$ cat config.mk
export PLATFORM = sky130hd
export DESIGN_NAME = y_relu_pool
export DESIGN_NICKNAME = d
export VERILOG_FILES = /design/src/rtl/y_relu_pool.sv
export SDC_FILE = /design/constraint.sdc
export NUM_CORES = 1
export LEC_CHECK = 0
export CAP_MARGIN = 10
export CORE_ASPECT_RATIO = 1.4
export CORE_MARGIN = 10
export CORE_UTILIZATION = 40
export CTS_BUF_LIST = sky130_fd_sc_hd__clkbuf_4 sky130_fd_sc_hd__clkbuf_8
export DETAILED_ROUTE_END_ITERATION = 7
export SETUP_SLACK_MARGIN = 0.15
export SLEW_MARGIN = 20
export SYNTH_ARGS = -nofsm -noshare
export SYNTH_HDL_FRONTEND = slang
export SYNTH_SLANG_ARGS = --single-unit
$ cat constraint.sdc
create_clock -name clk -period 4.5 [get_ports clk]
set_input_delay 0.45 -clock clk [delete_from_list [all_inputs] [get_ports clk]]
set_output_delay 0.45 -clock clk [all_outputs]
set_load 0.02 [all_outputs]
$ cat src/rtl/y_relu_pool.sv
// ReLU + max-pool + round/shift/saturate stage for the signed y stream.
// Results leave through a 2-entry FIFO carrying {data, end-of-frame}.
module y_relu_pool #(
   parameter int IN_W  = 18,
   parameter int OUT_W = 8,
   parameter int POOL  = 2,
   parameter int FRAME = 5,
   parameter int SHIFT = 5
) (
   input  logic                    clk,
   input  logic                    reset,
   input  logic signed [IN_W-1:0]  s_data_in_y,
   input  logic                    s_valid_y,
   output logic                    s_ready_y,
   output logic signed [OUT_W-1:0] m_data_out_z,
   output logic                    m_valid_z,
   input  logic                    m_ready_z,
   output logic                    m_last_z
);

   localparam int WCW = (POOL > 1) ? $clog2(POOL) : 1;
   localparam int FCW = (FRAME > 1) ? $clog2(FRAME) : 1;
   localparam logic [IN_W:0] RND  = (IN_W+1)'(1) << (SHIFT - 1);
   localparam logic [IN_W:0] QMAX = (IN_W+1)'((1 << (OUT_W - 1)) - 1);

   logic [WCW-1:0]   win_cnt_q, win_cnt_d;
   logic [FCW-1:0]   frame_cnt_q, frame_cnt_d;
   logic [IN_W-1:0]  mx_q, mx_d;
   logic [1:0]       count_q, count_d;
   logic             rd_ptr_q, rd_ptr_d;
   logic             wr_ptr_q, wr_ptr_d;
   logic [OUT_W-1:0] buf_data_q [2];
   logic [OUT_W-1:0] buf_data_d [2];
   logic [1:0]       buf_last_q, buf_last_d;

   logic             accept, win_last, frame_last, close, push, pop;
   logic [IN_W-1:0]  r, m;
   logic [IN_W:0]    sum, q;
   logic [OUT_W-1:0] q_sat;

   assign s_ready_y    = reset && (count_q != 2'd2);
   assign m_valid_z    = (count_q != 2'd0);
   assign m_data_out_z = m_valid_z ? buf_data_q[rd_ptr_q] : '0;
   assign m_last_z     = m_valid_z && buf_last_q[rd_ptr_q];

   always_comb begin
      accept     = s_valid_y && s_ready_y;
      r          = s_data_in_y[IN_W-1] ? '0 : s_data_in_y;
      // The first sample of a window replaces the running max outright.
      if (win_cnt_q == '0) m = r;
      else                 m = (r > mx_q) ? r : mx_q;
      win_last   = (win_cnt_q == WCW'(POOL - 1));
      frame_last = (frame_cnt_q == FCW'(FRAME - 1));
      close      = accept && (win_last || frame_last);
      sum        = {1'b0, m} + RND;
      q          = sum >> SHIFT;
      q_sat      = (q > QMAX) ? OUT_W'(QMAX) : OUT_W'(q);
      push       = close;
      pop        = m_valid_z && m_ready_z;

      mx_d        = mx_q;
      win_cnt_d   = win_cnt_q;
      frame_cnt_d = frame_cnt_q;
      if (accept) begin
         mx_d        = m;
         win_cnt_d   = close ? '0 : win_cnt_q + WCW'(1);
         frame_cnt_d = frame_last ? '0 : frame_cnt_q + FCW'(1);
      end

      buf_data_d = buf_data_q;
      buf_last_d = buf_last_q;
      if (push) begin
         buf_data_d[wr_ptr_q] = q_sat;
         buf_last_d[wr_ptr_q] = frame_last;
      end
      count_d  = count_q + 2'(push) - 2'(pop);
      wr_ptr_d = wr_ptr_q ^ push;
      rd_ptr_d = rd_ptr_q ^ pop;
   end

   always_ff @(posedge clk or negedge reset) begin
      if (!reset) begin
         win_cnt_q     <= '0;
         frame_cnt_q   <= '0;
         mx_q          <= '0;
         count_q       <= '0;
         rd_ptr_q      <= 1'b0;
         wr_ptr_q      <= 1'b0;
         buf_data_q[0] <= '0;
         buf_data_q[1] <= '0;
         buf_last_q    <= '0;
      end else begin
         win_cnt_q   <= win_cnt_d;
         frame_cnt_q <= frame_cnt_d;
         mx_q        <= mx_d;
         count_q     <= count_d;
         rd_ptr_q    <= rd_ptr_d;
         wr_ptr_q    <= wr_ptr_d;
         buf_data_q  <= buf_data_d;
         buf_last_q  <= buf_last_d;
      end
   end

endmodule

Word-level counts from Yosys, hierarchy flattened --
Cells that the tools add are included.
Storage, ports and cells: register bits 44, latch bits 0, bits in writable memories 0, memory bits (read-only) 0, bits of input ports 22, memories 0
Cells by class: $add $sub $neg 5, $mul 0, div/mod/pow operators 0, magnitude comparators 8, equality and inequality tests 2, shift-type cells 0, mux-type cells 18, bitwise operators 4, reduce and logical (&&, ||, !) cells 9
Operators by type and width (number):
- two-way mux 8 bit | 6
- two-way mux 18 bit | 2
- adder 18 x 5 -> 19 bit, second input constant | 1
- > comparator 17 x 18 -> 1 bit | 1
- two-way mux 17 bit | 1
- bitwise mux 16 bit | 1
- > comparator 14 x 7 -> 1 bit, second input constant | 1
- demux 8 bit (select 1 bit) | 1
- logical AND 1 bit | 7
- >= comparator 2 bit, second input constant | 2
- less-than comparator 1 x 2 -> 1 bit, second input constant | 2
- two-way mux 1 bit | 4
- inverter 1 -> 2 bit | 2
- adder 3 x 1 -> 3 bit, second input constant | 1
- equality test 3 bit, second input constant | 1
- two-way mux 3 bit | 1
- adder 2 x 1 -> 2 bit | 1
- bitwise mux 2 bit | 1
- less-than comparator 2 x 1 -> 1 bit, second input constant | 1
- != test 2 bit, second input constant | 1
- nonzero test 2 bit | 1
- subtractor 2 x 1 -> 2 bit | 1
- bitwise XOR 1 bit | 2
- adder 1 bit, second input constant | 1
- 3 further kinds | 3

Depth between registers and ports, before layout --
Gate-level depths: netlist of the first run.
word-level depth 8, mapped depth 20, gate-level depth less buffers 16

Least setup slack after synthesis of the first run --
Ideal clock, no wire load.
path kind input -> register, from input s_data_in_y[17], to register buf_data_q[10] in the netlist's numbering, library setup time 141 ps, arrival time 4015 ps, required time 4359 ps, slack 344 ps, cell stages on the path 20, path buffers 4, path through clkbuf_1 clkbuf_1 nor2b_1 ha_1 nand4_1 a211oi_1 o21ai_0 a22oi_2 nand2b_1 buf_2 nand2_1 o21ai_0 ha_1 nand4_1 or3_1 a21oi_1 o22ai_1 mux2i_4 buf_6 a31oi_1
Between the ends: longest elaborated chain between the ends 8
RTL lines:
- start, declared | line 12 | input logic signed [IN_W-1:0] s_data_in_y,
- two-way mux 17 bit (*) | line 48 | r = s_data_in_y[IN_W-1] ? '0 : s_data_in_y;
- > comparator 17 x 18 -> 1 bit | line 51 | else m = (r > mx_q) ? r : mx_q;
- two-way mux 18 bit | line 51
- two-way mux 18 bit (*) | line 50 | if (win_cnt_q == '0) m = r;
- via m[4] | line 37 | logic [IN_W-1:0] r, m;
- adder 18 x 5 -> 19 bit (*) | line 55 | sum = {1'b0, m} + RND;
- > comparator 14 x 7 -> 1 bit | line 57 | q_sat = (q > QMAX) ? OUT_W'(QMAX) : OUT_W'(q);
- two-way mux 8 bit (*) | line 57
- bitwise mux 16 bit (*) | line 73 | buf_data_d[wr_ptr_q] = q_sat;
- end signal, assigned | line 99 | buf_data_q <= buf_data_d;
- end, declared | line 32 | logic [OUT_W-1:0] buf_data_q [2];
The timed path passes the listed nets; every way through them passes the cells marked *. A chain may end at the register's enable or synchronous reset.

Worst setup path in the final report of the first run --
from input s_data_in_y[17], to register buf_data_q[5] in the netlist's numbering
The elaborated chain is that of the path after synthesis.

==> flow_metrics.env, run 1 <==
export IMPL_outcome="completed"
export IMPL_ys_ff_latch=44
export IMPL_worst_pin_slew_ns=0.733
export IMPL_reg2reg_depth=16
export IMPL_routedWlPerCell_um=14.3
export IMPL_dr_pass1_iters=4
export IMPL_final_layout_size_suffix_gt1_share_pct=15.3
export IMPL_max_slew_margin_pct=51.0
export IMPL_yosys_warnings=0
export IMPL_wirelength_um=6640
export IMPL_die_y_um=122
export IMPL_setup_ws_ns=0.468
export IMPL_vias_per_cell=5.14
export IMPL_fin_total_pwr_mw=2.02
export IMPL_synthArstFlopShare_pct=100
export IMPL_final_nets=411
export IMPL_peakVddDrop_mv=0.190
export IMPL_io_buffers=32
export IMPL_cts_buffer_depth=2
export IMPL_grt_max_degree=45
export IMPL_clk_pin_slew_ns=0.09
export IMPL_final_max_slew_viol_count=0
export IMPL_end_kind="flip-flop"
export IMPL_synth_net_count=365
export IMPL_setup_viol=0
export IMPL_grt_pass1_vias=2367
export IMPL_ys_types=44
export IMPL_timing_hold_ws_ns=0.229
export IMPL_grt_util_all_layers_pct=11.9
export IMPL_syn_area_sq_um=2950
export IMPL_pwr_density_cell_nw_per_um2=560
export IMPL_final_util_pct=49.8
export IMPL_critPathLaunchType="primary input"
export IMPL_hold_buffers=0
export IMPL_grt_first_pass_wirelength_um=11100
export IMPL_setup_tns_ns=0
export IMPL_vias=2382
export IMPL_power_leakage_nw=1.60
export IMPL_fmax_mhz=248
export IMPL_detail_route_drc_violations=0
export IMPL_cts_root_buffer="clkbuf_8"
export IMPL_antenna_found_initial=0
export IMPL_grt_setup_unrepaired="no"
export IMPL_postSynthCellCount=319
export IMPL_finalHoldViolCount=0
export IMPL_layout_min_cycle_time_ns=4.03
export IMPL_drt_iter0_markers=67
export IMPL_dpl_worst_slack_ns=0.0620
export IMPL_n_antenna_cell=0
export IMPL_startpoint="s_data_in_y[17]"
export IMPL_synthFlopType="dfrtp_1"
export IMPL_postRouteAntennaNets=0
export IMPL_r2r_start="mx_q[15]$_DFFE_PN0P_"
export IMPL_core_rowCount=37
export IMPL_avgSynthCellArea_sq_um=9.24
export IMPL_reg2reg_slack_ns=0.81
export IMPL_max_cap_viol_count=0
export IMPL_path_max_fanout=14
export IMPL_start_util_pct=40.6
export IMPL_clock_latency_ns=0.30
export IMPL_core_area_sq_um=7270
export IMPL_dieArea_sq_um=11300
export IMPL_ys_seq_area_share_pct=37.3
export IMPL_ioPinCount=33
export IMPL_syn_to_final_growth_pct=22.6
export IMPL_hp_class="primary input to async pin"
export IMPL_worstPathRequired_ns=4.65
export IMPL_cts_sinks=44
export IMPL_crit_type="primary input to flip-flop"
export IMPL_numCtsBuffers=5
export IMPL_gp_congestion=0.856
export IMPL_arrival_ns=4.18
export IMPL_die_w_um=92.6
export IMPL_htreeDepth=2
export IMPL_cts_tree="done"
export IMPL_synth_edff_count=0
export IMPL_dp_hpwl_um=5190
export IMPL_final_period_utilization_pct=89.6
export IMPL_rr_endpoint="buf_data_q[5]$_DFFE_PN0P_"
export IMPL_grt_ovfl_total=0
export IMPL_skew_ns=0.00651
through the flow:
stage / std cells / instance area [sq um]
3_5_place_dp: 455 / 3480
6_report: 463 / 3620
3_3_place_gp: 455 / 3480
2_1_floorplan: 319 / 2950
5_1_grt: 463 / 3620
4_1_cts: 463 / 3600
worst max-delay path by stage:
| stage | to | slack [ns] | depth (start not counted) |
|---|---|---|---|
| detailed placement | buf_data_q[3]$_DFFE_PN0P_ | 0.06 | 18 |
| CTS | buf_data_q[3]$_DFFE_PN0P_ | 0.36 | 18 |
| global placement | buf_data_q[13]$_DFFE_PN0P_ | 0.21 | 18 |
| global route | buf_data_q[13]$_DFFE_PN0P_ | 0.16 | 18 |
| floorplan | buf_data_q[10]$_DFFE_PN0P_ | 0.34 | 20 |
| finish | buf_data_q[5]$_DFFE_PN0P_ | 0.47 | 18 |
power breakdown:
group          internal, mW  switching (mW)  total (mW)
Combinational         0.491           0.507       0.998
Clock                 0.182           0.147       0.329
Sequential            0.554           0.143       0.697
Total                  1.23           0.797        2.02
layout make-up:
class	count	area (sq um)
clock buffers	6	82.6
clock inverters	2	38.8
fillers	725	3650
inverters	31	116
multi-input cells	231	1670
flip-flops and latches	44	1100
well taps	97	121
repair buffers	52	482
synth_stat cells, types with 10 or more instances:
cell | n | share of area (%)
nor2_1 | 36 | 4.6
ha_1 | 24 | 10
a31oi_1 | 14 | 3.0
mux2_2 | 17 | 6.5
nand2_1 | 13 | 1.7
mux2i_1 | 12 | 4.1
dfrtp_1 | 44 | 37
o21ai_0 | 16 | 2.7
inv_1 | 31 | 3.9
nor2b_1 | 20 | 4.2
xnor2_1 | 10 | 3.0
kinds of logic (layout without fill, tap and decap cells):
logic type | count (synthesis) | in the layout | synth area share (%)
and+or+nand+nor | 108 | 108 | 18.6
adders and majority gates | 24 | 24 | 10.2
DFF | 44 | 44 | 37.3
muxes | 32 | 32 | 12.1
AOI/OAI and AO/OA | 53 | 53 | 11.2
buffers and inverters | 44 | 91 | 6.41
xor gates and xnor gates | 14 | 14 | 4.16
layout by cell type, fill, tap and decap left out, types with 3 or more instances in the layout:
master and n:
dfrtp_1 44, nor2_1 36, inv_1 31, clkdlybuf4s50_1 31, ha_1 24, buf_4 18
nor2b_1 17, mux2_2 17, o21ai_0 15, a31oi_1 14, nand2_1 13, mux2i_1 12
xnor2_1 10, a21oi_1 9, nand3_1 9, nand4_1 8, clkbuf_8 6, nand2b_1 5
nor3_1 5, xor2_1 4, nor2b_2 3
sequential cells by signal, summed over array words and instances (netlist names):
name         cells
wr_ptr_q         1
buf_last_q       2
mx_q            18
count_q          2
win_cnt_q        1
frame_cnt_q      3
rd_ptr_q         1
buf_data_q      16
what timing repair did:
item / in CTS / in global routing
gates resized for setup: 0 / 7
setup endpoints to repair: 0 / 14
setup buffers: 0 / 0
worst max-delay path: stages:
cell and delay [ns]:
clkdlybuf4s50_1 0.50, buf_4 0.21, nor2b_2 0.17, ha_1 0.27, nand4b_1 0.16, inv_1 0.06, a222oi_1 0.36, a22oi_2 0.14
nand2b_2 0.23, o21ai_0 0.17, ha_1 0.20, nand4_1 0.17, or3_1 0.38, a21oi_1 0.15, o22ai_1 0.14, mux2i_4 0.19
buf_12 0.16, a31oi_1 0.08
per-layer routing:
layer	vias to the layer above	wire length, um	global-route usage [%]
met5	-	0	0
li1	1192	-	-
met1	1125	2830	12.8
met2	50	3350	21.7
met3	15	253	2.95
met4	0	199	5.13
Power figures use the tool's default switching activity.
==> inputs of run 2 (changes only) <==
--- a/config.mk
+++ b/config.mk
@@ -11,7 +11,9 @@
 export CORE_UTILIZATION = 40
 export CTS_BUF_LIST = sky130_fd_sc_hd__clkbuf_4 sky130_fd_sc_hd__clkbuf_8
 export DETAILED_ROUTE_END_ITERATION = 7
+export PLACE_DENSITY = 0.56
 export SETUP_SLACK_MARGIN = 0.15
+export SKIP_LAST_GASP = 1
 export SLEW_MARGIN = 20
 export SYNTH_ARGS = -nofsm -noshare
 export SYNTH_HDL_FRONTEND = slang
==> flow_metrics.env, run 2 (same netlist as run 1, synthesis figures left out) <==
export IMPL_r2r_start="mx_q[15]$_DFFE_PN0P_"
export IMPL_htreeDepth=2
export IMPL_layout_min_cycle_time_ns=3.98
export IMPL_cts_root_buffer="clkbuf_8"
export IMPL_largest_register_ffs=18
export IMPL_skew_ns=0.00549
export IMPL_io_buffers=32
export IMPL_die_y_um=122
export IMPL_final_layout_size_suffix_gt1_share_pct=14.5
export IMPL_grt_ovfl_total=0
export IMPL_wl_met2_um=3470
export IMPL_grt_first_pass_wirelength_um=11500
export IMPL_hp_class="primary input to async pin"
export IMPL_cts_buffer_depth=2
export IMPL_setup_viol=0
export IMPL_worstPathRequired_ns=4.65
export IMPL_max_slew_margin_pct=51.8
export IMPL_core_rowCount=37
export IMPL_vias=2370
export IMPL_post_cts_repair_setup_buffers=0
export IMPL_crit_path_max_incr_delay_ns=0.45
export IMPL_start_util_pct=40.6
export IMPL_arrival_ns=4.13
export IMPL_detail_route_drc_violations=0
export IMPL_final_max_slew_viol_count=0
export IMPL_path_cells="clkdlybuf4s50_1 > nor2b_2 > ha_1 > a21o_1 > a21o_1 > a222oi_1 > a22oi_2 > nand2b_2 > o21ai_0 > ha_1 > nand4_1 > or3_1 > a21oi_1 > o22ai_1 > mux2i_4 > buf_12 > a31oi_1"
export IMPL_end_kind="flip-flop"
export IMPL_syn_to_final_growth_pct=22.1
export IMPL_core_area_sq_um=7270
export IMPL_final_period_utilization_pct=88.4
export IMPL_fin_total_pwr_mw=2.02
export IMPL_layout_common_cells="44 x dfrtp_1, 36 x nor2_1, 31 x inv_1, 30 x clkdlybuf4s50_1, 24 x ha_1"
export IMPL_largest_register="mx_q"
export IMPL_dr_wl_met3_um=255
export IMPL_grt_pass1_vias=2440
export IMPL_crit_type="primary input to flip-flop"
export IMPL_final_nets=410
export IMPL_vias_per_cell=5.13
export IMPL_cts_tree="done"
export IMPL_clock_latency_ns=0.30
export IMPL_gp_congestion=0.856
export IMPL_antenna_found_initial=0
export IMPL_wl_met1_um=2820
export IMPL_top_regs="mx_q x18, buf_data_q x16, frame_cnt_q x3"
export IMPL_drt_iter0_markers=97
export IMPL_clk_pin_slew_ns=0.09
export IMPL_postRouteAntennaNets=0
export IMPL_grt_max_degree=45
export IMPL_finalHoldViolCount=0
export IMPL_ioPinCount=33
export IMPL_cts_sinks=44
export IMPL_numCtsBuffers=5
export IMPL_grt_util_all_layers_pct=12.4
export IMPL_setup_tns_ns=0
export IMPL_reg2reg_slack_ns=0.76
export IMPL_peakVddDrop_mv=0.217
export IMPL_max_cap_viol_count=0
export IMPL_dieArea_sq_um=11300
export IMPL_fmax_mhz=251
export IMPL_layout_commonest_cell="dfrtp_1"
export IMPL_routedWlPerCell_um=14.5
export IMPL_outcome="completed"
export IMPL_timing_hold_ws_ns=0.221
export IMPL_path_max_fanout=14
export IMPL_grt_setup_unrepaired="no"
export IMPL_top_layer="met4"
export IMPL_dr_pass1_iters=4
export IMPL_dp_hpwl_um=5330
export IMPL_worst_pin_slew_ns=0.720
export IMPL_reg2reg_depth=16
export IMPL_critPathSlowestCell="clkdlybuf4s50_1"
export IMPL_critPathLaunchType="primary input"
export IMPL_power_leakage_nw=1.60
export IMPL_pwr_density_cell_nw_per_um2=561
export IMPL_die_w_um=92.6
export IMPL_wirelength_um=6690
export IMPL_rr_endpoint="buf_data_q[2]$_DFFE_PN0P_"
export IMPL_n_antenna_cell=0
## run 2: final cells by class
class / count / area (sq um)
Tap cell: 97 / 121
Clock inverter: 2 / 38.8
Multi-Input combinational cell: 231 / 1670
Sequential cell: 44 / 1100
Fill cell: 710 / 3670
Timing Repair Buffer: 51 / 473
Inverter: 31 / 116
Clock buffer: 6 / 82.6
## run 2: critical path: cells and delay by family
kind / cells / cell delay (ns)
compound gates: 8 / 1.46
fa+ha+maj: 2 / 0.49
buf+inv: 2 / 0.61
mux: 1 / 0.18
simple gates: 4 / 0.93
## run 2: routing by layer
layer	GRT usage [%]	vias up
li1	-	1185
met1	14.0	1133
met2	22.2	43
met3	2.65	9
met4	4.84	0
met5	0	-
## run 2: worst max-delay path by stage
stage                                from                    endpoint  slack [ns]  depth (start not counted)
after floorplan           s_data_in_y[17]  buf_data_q[10]$_DFFE_PN0P_        0.34                         20
after global placement    s_data_in_y[17]   buf_data_q[5]$_DFFE_PN0P_        0.24                         18
after detailed placement  s_data_in_y[17]   buf_data_q[1]$_DFFE_PN0P_         0.1                         18
after CTS                 s_data_in_y[17]   buf_data_q[4]$_DFFE_PN0P_        0.42                         18
after global routing      s_data_in_y[15]  buf_data_q[11]$_DFFE_PN0P_        0.25                         17
final                     s_data_in_y[15]   buf_data_q[2]$_DFFE_PN0P_        0.52                         17
## run 2: timing repair
| item | CTS | global route |
|---|---|---|
| resized for setup | 0 | 5 |
| endpoints found under the setup margin | 0 | 14 |
| hold buffers | 0 | 0 |
## run 2: where the power goes
group	total (mW)	leakage, nW	internal (mW)	switching [mW]
registers	0.697	0.527	0.554	0.143
logic	0.996	1.01	0.492	0.504
clock network	0.326	0.0614	0.182	0.144
## run 2: metrics by stage
step | instance area [sq um] | std cells | setup slack, ns | util [%]
finish | 3600 | 462 | 0.523 | 49.5
global route | 3600 | 462 | 0.252 | 49.5
CTS | 3590 | 462 | 0.424 | 49.4
detailed placement | 3470 | 454 | 0.0980 | 47.7
global placement | 3470 | 454 | 0.238 | 47.7
floorplan | 2950 | 319 | 0.344 | -
